--- config.mk ---
export PLATFORM = sky130hd
export DESIGN_NAME = rr_arbiter_5req
export DESIGN_NICKNAME = d
export VERILOG_FILES = /design/src/rtl/rr_arbiter_5req.sv
export SDC_FILE = /design/constraint.sdc
export NUM_CORES = 1
export LEC_CHECK = 0
export BUFFER_PORTS_ARGS = -buffer_cell sky130_fd_sc_hd__buf_2
export CORE_UTILIZATION = 50
export CTS_BUF_LIST = sky130_fd_sc_hd__clkbuf_16
export DETAILED_ROUTE_END_ITERATION = 8
export PLACE_DENSITY = 0.73
export SLEW_MARGIN = 20
export SYNTH_ARGS = -nofsm -noshare
export SYNTH_HDL_FRONTEND = slang
export SYNTH_SLANG_ARGS = --single-unit
--- constraint.sdc ---
create_clock -name clk_i -period 1.8 [get_ports clk_i]
set_clock_uncertainty 0.2 [all_clocks]
set_input_delay 0.09 -clock clk_i [delete_from_list [all_inputs] [get_ports clk_i]]
set_output_delay 0.09 -clock clk_i [all_outputs]
set_load 0.05 [all_outputs]
--- src/rtl/rr_arbiter_5req.sv ---
// Five-way round-robin arbiter that holds a registered grant until done, request drop or hold limit.
// Grant and clear each take 1 cycle; there is no backpressure, and losing requesters simply keep requesting.
module rr_arbiter_5req #(
  parameter int MAX_HOLD = 15,
  parameter int CNT_W    = 8
) (
  input  logic       clk_i,
  input  logic       rst_ni,
  input  logic [4:0] req_i,
  input  logic       done_i,
  output logic [4:0] gnt_o,
  output logic [2:0] gnt_idx_o,
  output logic       gnt_valid_o,
  output logic       timeout_o
);

  typedef enum logic {IDLE, BUSY} state_t;

  localparam logic [CNT_W-1:0] HOLD_LAST = CNT_W'(MAX_HOLD - 1);

  state_t           state_q, state_d;
  logic [2:0]       last_idx_q, last_idx_d;
  logic [CNT_W-1:0] hold_cnt_q, hold_cnt_d;
  logic [4:0]       gnt_d;
  logic [2:0]       gnt_idx_d;
  logic             gnt_valid_d, timeout_d;

  logic [4:0] mask, masked;
  logic [2:0] win_idx;
  logic       win_vld;
  logic       owner_req, at_limit, release_now;

  // Rotating priority: requesters above the last winner first, else wrap to the lowest index.
  always_comb begin
    mask = '0;
    for (int k = 0; k < 5; k++) mask[k] = (3'(k) > last_idx_q);
    masked  = req_i & mask;
    win_vld = |req_i;
    win_idx = '0;
    for (int k = 4; k >= 0; k--) if (req_i[k]) win_idx = 3'(k);
    for (int k = 4; k >= 0; k--) if (masked[k]) win_idx = 3'(k);
  end

  assign owner_req   = req_i[gnt_idx_o];
  assign at_limit    = (hold_cnt_q == HOLD_LAST);
  assign release_now = done_i | ~owner_req | at_limit;

  always_comb begin
    state_d     = state_q;
    last_idx_d  = last_idx_q;
    hold_cnt_d  = hold_cnt_q;
    gnt_d       = gnt_o;
    gnt_idx_d   = gnt_idx_o;
    gnt_valid_d = gnt_valid_o;
    timeout_d   = 1'b0;
    case (state_q)
      IDLE: begin
        if (win_vld) begin
          state_d     = BUSY;
          gnt_d       = 5'b00001 << win_idx;
          gnt_idx_d   = win_idx;
          gnt_valid_d = 1'b1;
          last_idx_d  = win_idx;
          hold_cnt_d  = '0;
        end
      end
      BUSY: begin
        if (release_now) begin
          state_d     = IDLE;
          gnt_d       = '0;
          gnt_idx_d   = '0;
          gnt_valid_d = 1'b0;
          hold_cnt_d  = '0;
          // Timeout is only flagged when the limit alone forced the release.
          timeout_d   = at_limit & ~done_i & owner_req;
        end else begin
          hold_cnt_d = hold_cnt_q + 1'b1;
        end
      end
      default: state_d = IDLE;
    endcase
  end

  always_ff @(posedge clk_i or negedge rst_ni) begin
    if (!rst_ni) begin
      state_q     <= IDLE;
      last_idx_q  <= 3'd4;
      hold_cnt_q  <= '0;
      gnt_o       <= '0;
      gnt_idx_o   <= '0;
      gnt_valid_o <= 1'b0;
      timeout_o   <= 1'b0;
    end else begin
      state_q     <= state_d;
      last_idx_q  <= last_idx_d;
      hold_cnt_q  <= hold_cnt_d;
      gnt_o       <= gnt_d;
      gnt_idx_o   <= gnt_idx_d;
      gnt_valid_o <= gnt_valid_d;
      timeout_o   <= timeout_d;
    end
  end

endmodule

==> results_dict.tcl <==
set metrics [dict create \
    internal_power_mw 1.523 \
    drt_pre_antenna_iters 4 \
    grt_start_max_net_pins 23 \
    detailedPlacementHpwl_um 2388 \
    globalRouteOverflowTotal 0 \
    fin_crit_sh 1.093 \
    htreeDepth 1 \
    startpoint_of_the_worst_slack_reg_to_reg_timing_path "gnt_idx_o[1]" \
    post_route_cells_drive_above_1_share 0.4596 \
    nets 172 \
    setup_slack_ns -0.1668 \
    status "finished with violations" \
    layout.cells.most_common_list "sky130_fd_sc_hd__buf_4, sky130_fd_sc_hd__dfrtp_1, sky130_fd_sc_hd__buf_2" \
    insertion_delay_to_the_later_sink_of_the_worst_skew_pair_ns 0.25 \
    most_common_library_cell_in_the_layout_ignoring_fill_and_taps "sky130_fd_sc_hd__buf_4" \
    normalized_max_slew_margin 0.6697 \
    maximum_cell_stage_delay_along_the_critical_path_ns 0.55 \
    hold_viol 0 \
    clk_pin_slew_worst_paths_ns 0.06 \
    cts_tree "yes" \
    worst_path_arrival_time_ns 1.91 \
    leakage_nw 0.8154 \
    critPathCaptureType "flop" \
    area_growth_from_synthesis_to_layout_pct 41.13 \
    cts-buffers-inserted 3 \
    timing.critical_path.to "hold_cnt_q[4]" \
    yosys_most_used_dff "sky130_fd_sc_hd__dfrtp_1" \
    die_height_um 51.83 \
    cp-start-kind "flop" \
    synth-edff-count 0 \
    number_of_warnings_printed_during_yosys_synthesis 0 \
    r2r.worst_path.cells 4 \
    wl_per_cell_um 18.45 \
    wire_length_of_the_first_global_routing_pass_um 5402 \
    share_seq_of_total_power 0.276 \
    timing.critical_path.buf_inv 0 \
    initial_utilization 0.5454 \
    cts_root_buf "sky130_fd_sc_hd__clkbuf_16" \
    max_vdd_drop_uv 1219 \
    fin_total_pwr_mw 2.663 \
    global_route_usage_over_all_layers 0.2834 \
    synth.cell_area_sq_um 1241 \
    final.fill_count 145 \
    num_vias 1180 \
    rsz0062_at_grt "yes" \
    syn_nets 129 \
    share_clk_of_total_power 0.174 \
    ys_types 48 \
    p_sw_mw 1.139 \
    failing_checks "setup timing" \
    ant_nets 0 \
    synth-seq-cells 22 \
    globalplace.congestion 0.8263 \
    async_flop_share 1.000 \
    antenna_found_initial 0 \
    floorplan.die.width_um 51.83 \
    fp.dieArea_sq_um 2686 \
    power.density_nw_per_um2 1520 \
    final_routed_wirelength_um 3487 \
    syn_inst 119 \
    post-route-util 0.7697 \
    worstPathCellList "mux4_2 -> a32o_2 -> a31o_1 -> a22o_1" \
    row_count 17 \
    cap_viol_max_count 0 \
    clock_sink_count 22 \
    portBuffers 17 \
    core_sq_um 2276 \
    power_switching_share 0.4279 \
    clk_path_buf_depth 2 \
    timing.critical_path.slowest_stage_cell "sky130_fd_sc_hd__mux4_2" \
    antennaDiodeCount 0 \
    final-setup-viol-count 16 \
    route.detailed.drc 0 \
    crit_family "compound AO/OA/AOI/OAI gates" \
    final_period_minus_worst_setup_slack_ns 1.967 \
    clock.fmax_mhz 508.5 \
    timing.critical_path.required_ns 1.74 \
    final-max-slew-violation-count 0 \
    hold_removal_path_class "in2async" \
    critical_path_depth 4 \
    num_io_pins 18 \
    finish.cell_count_without_fillers 189 \
    synthesis.area_per_instance_sq_um 10.43 \
    grt_pass1_vias 1117 \
    r2r_setup_slack_ns -0.17 \
    worst-path-max-fanout 6 \
    synth.yosys.seq_area_share 0.4446 \
    via_per_inst 6.243 \
    crit_type "reg2reg" \
    crit-reg2reg-capture "hold_cnt_q[4]" \
    placedCellCount 183 \
    part_of_the_total_power_dissipated_in_combinational_logic 0.549 \
    critical_path.startpoint "gnt_idx_o[1]" \
    detailedPlace.worstSlack_ns -0.1492 \
    worst-slew-pin-transition_ns 0.4955 \
    drtIter0Drc 35 \
]
## logic make-up (layout without fill, tap and decap cells)
logic type,count (synthesis),after routing,synth area share
compound gates,42,42,0.2722
simple gates,44,44,0.2157
mux,1,1,0.01814
fa+ha+maj,2,2,0.02016
xor+xnor,1,1,0.007058
buf+inv,7,49,0.02217
flops,22,22,0.4446
## cells in the mapped netlist, types with 2 or more instances
library cell,number,area share
sky130_fd_sc_hd__a22o_1,2,0.014
sky130_fd_sc_hd__o21ai_1,8,0.032
sky130_fd_sc_hd__a211oi_1,2,0.012
sky130_fd_sc_hd__inv_1,5,0.015
sky130_fd_sc_hd__nor2_1,9,0.027
sky130_fd_sc_hd__a31o_1,2,0.014
sky130_fd_sc_hd__o21a_1,3,0.018
sky130_fd_sc_hd__and2_1,3,0.015
sky130_fd_sc_hd__nand2b_1,2,0.010
sky130_fd_sc_hd__nor4_1,2,0.010
sky130_fd_sc_hd__a21o_1,5,0.030
sky130_fd_sc_hd__a32o_1,2,0.016
sky130_fd_sc_hd__nor3_1,2,0.0081
sky130_fd_sc_hd__nand3_1,4,0.016
sky130_fd_sc_hd__ha_1,2,0.020
sky130_fd_sc_hd__o32ai_1,2,0.014
sky130_fd_sc_hd__nand4_1,3,0.015
sky130_fd_sc_hd__o31ai_1,2,0.012
sky130_fd_sc_hd__o21ai_0,2,0.0081
sky130_fd_sc_hd__nand2_1,6,0.018
sky130_fd_sc_hd__a21oi_1,2,0.0081
sky130_fd_sc_hd__and3_1,3,0.015
sky130_fd_sc_hd__dfrtp_1,21,0.42
## final cells by class
| class | count | area [sq um] | share of cell area |
|---|---|---|---|
| clock inverters | 1 | 3.754 | 0.002143 |
| well taps | 28 | 35.03 | 0.02000 |
| clock buffers | 3 | 75.07 | 0.04286 |
| inverters | 5 | 18.77 | 0.01071 |
| flip-flops and latches | 22 | 554.3 | 0.3164 |
| multi-input cells | 90 | 800.8 | 0.4571 |
| repair buffers | 40 | 264.0 | 0.1507 |
## power by group through the flow
stage	clock network, mW	registers, mW	logic [mW]
detailed placement	0	0.742	1.24
floorplan	0	1.02	0.497
finish	0.464	0.735	1.46
global route	0.491	0.752	1.56
global placement	0	0.729	1.20
CTS	0.472	0.737	1.28
## how the worst min path moves through the flow
stage	slack [ns]	to	cells past startpoint
after floorplan	-0.41	gnt_idx_o[0]	0
after detailed placement	-0.12	timeout_o	1
after global routing	0.19	gnt_o[3]	4
after global placement	-0.12	timeout_o	1
after CTS	0.14	timeout_o	2
final	0.13	timeout_o	2
## stage by stage
stage	instance area (sq um)	hold WS [ns]	setup TNS [ns]
floorplan	1244	-0.4056	-3.162
global placement	1513	-0.1237	-0.6297
detailed placement	1513	-0.1193	-1.685
CTS	1643	0.1420	-1.252
global route	1752	0.1857	-2.311
finish	1752	0.1312	-1.531
## sequential cells by signal, indices dropped and copies added, names as in the netlist
| name | flops |
|---|---|
| gnt_idx_o | 3 |
| gnt_o | 5 |
| gnt_valid_o | 1 |
| hold_cnt_q | 8 |
| last_idx_q | 3 |
| state_q | 1 |
| timeout_o | 1 |
## layer usage
metal  GRT usage  up-vias  share of wire
li1            -      550              -
met1      0.3832      579           0.43
met2      0.4615       45           0.52
met3     0.04386        6          0.038
met4     0.09009        0          0.016
met5           0        -              0
## timing repair
| action | in CTS | in global routing |
|---|---|---|
| buffers inserted | 1 | 0 |
| resized for setup | 6 | 23 |
| gates cloned | 0 | 0 |
| pin swaps | 14 | 9 |
| setup endpoints to repair | 17 | 18 |
| hold buffers | 1 | 0 |
| endpoints found under the hold margin | 22 | 0 |
Power figures use the tool's default switching activity.
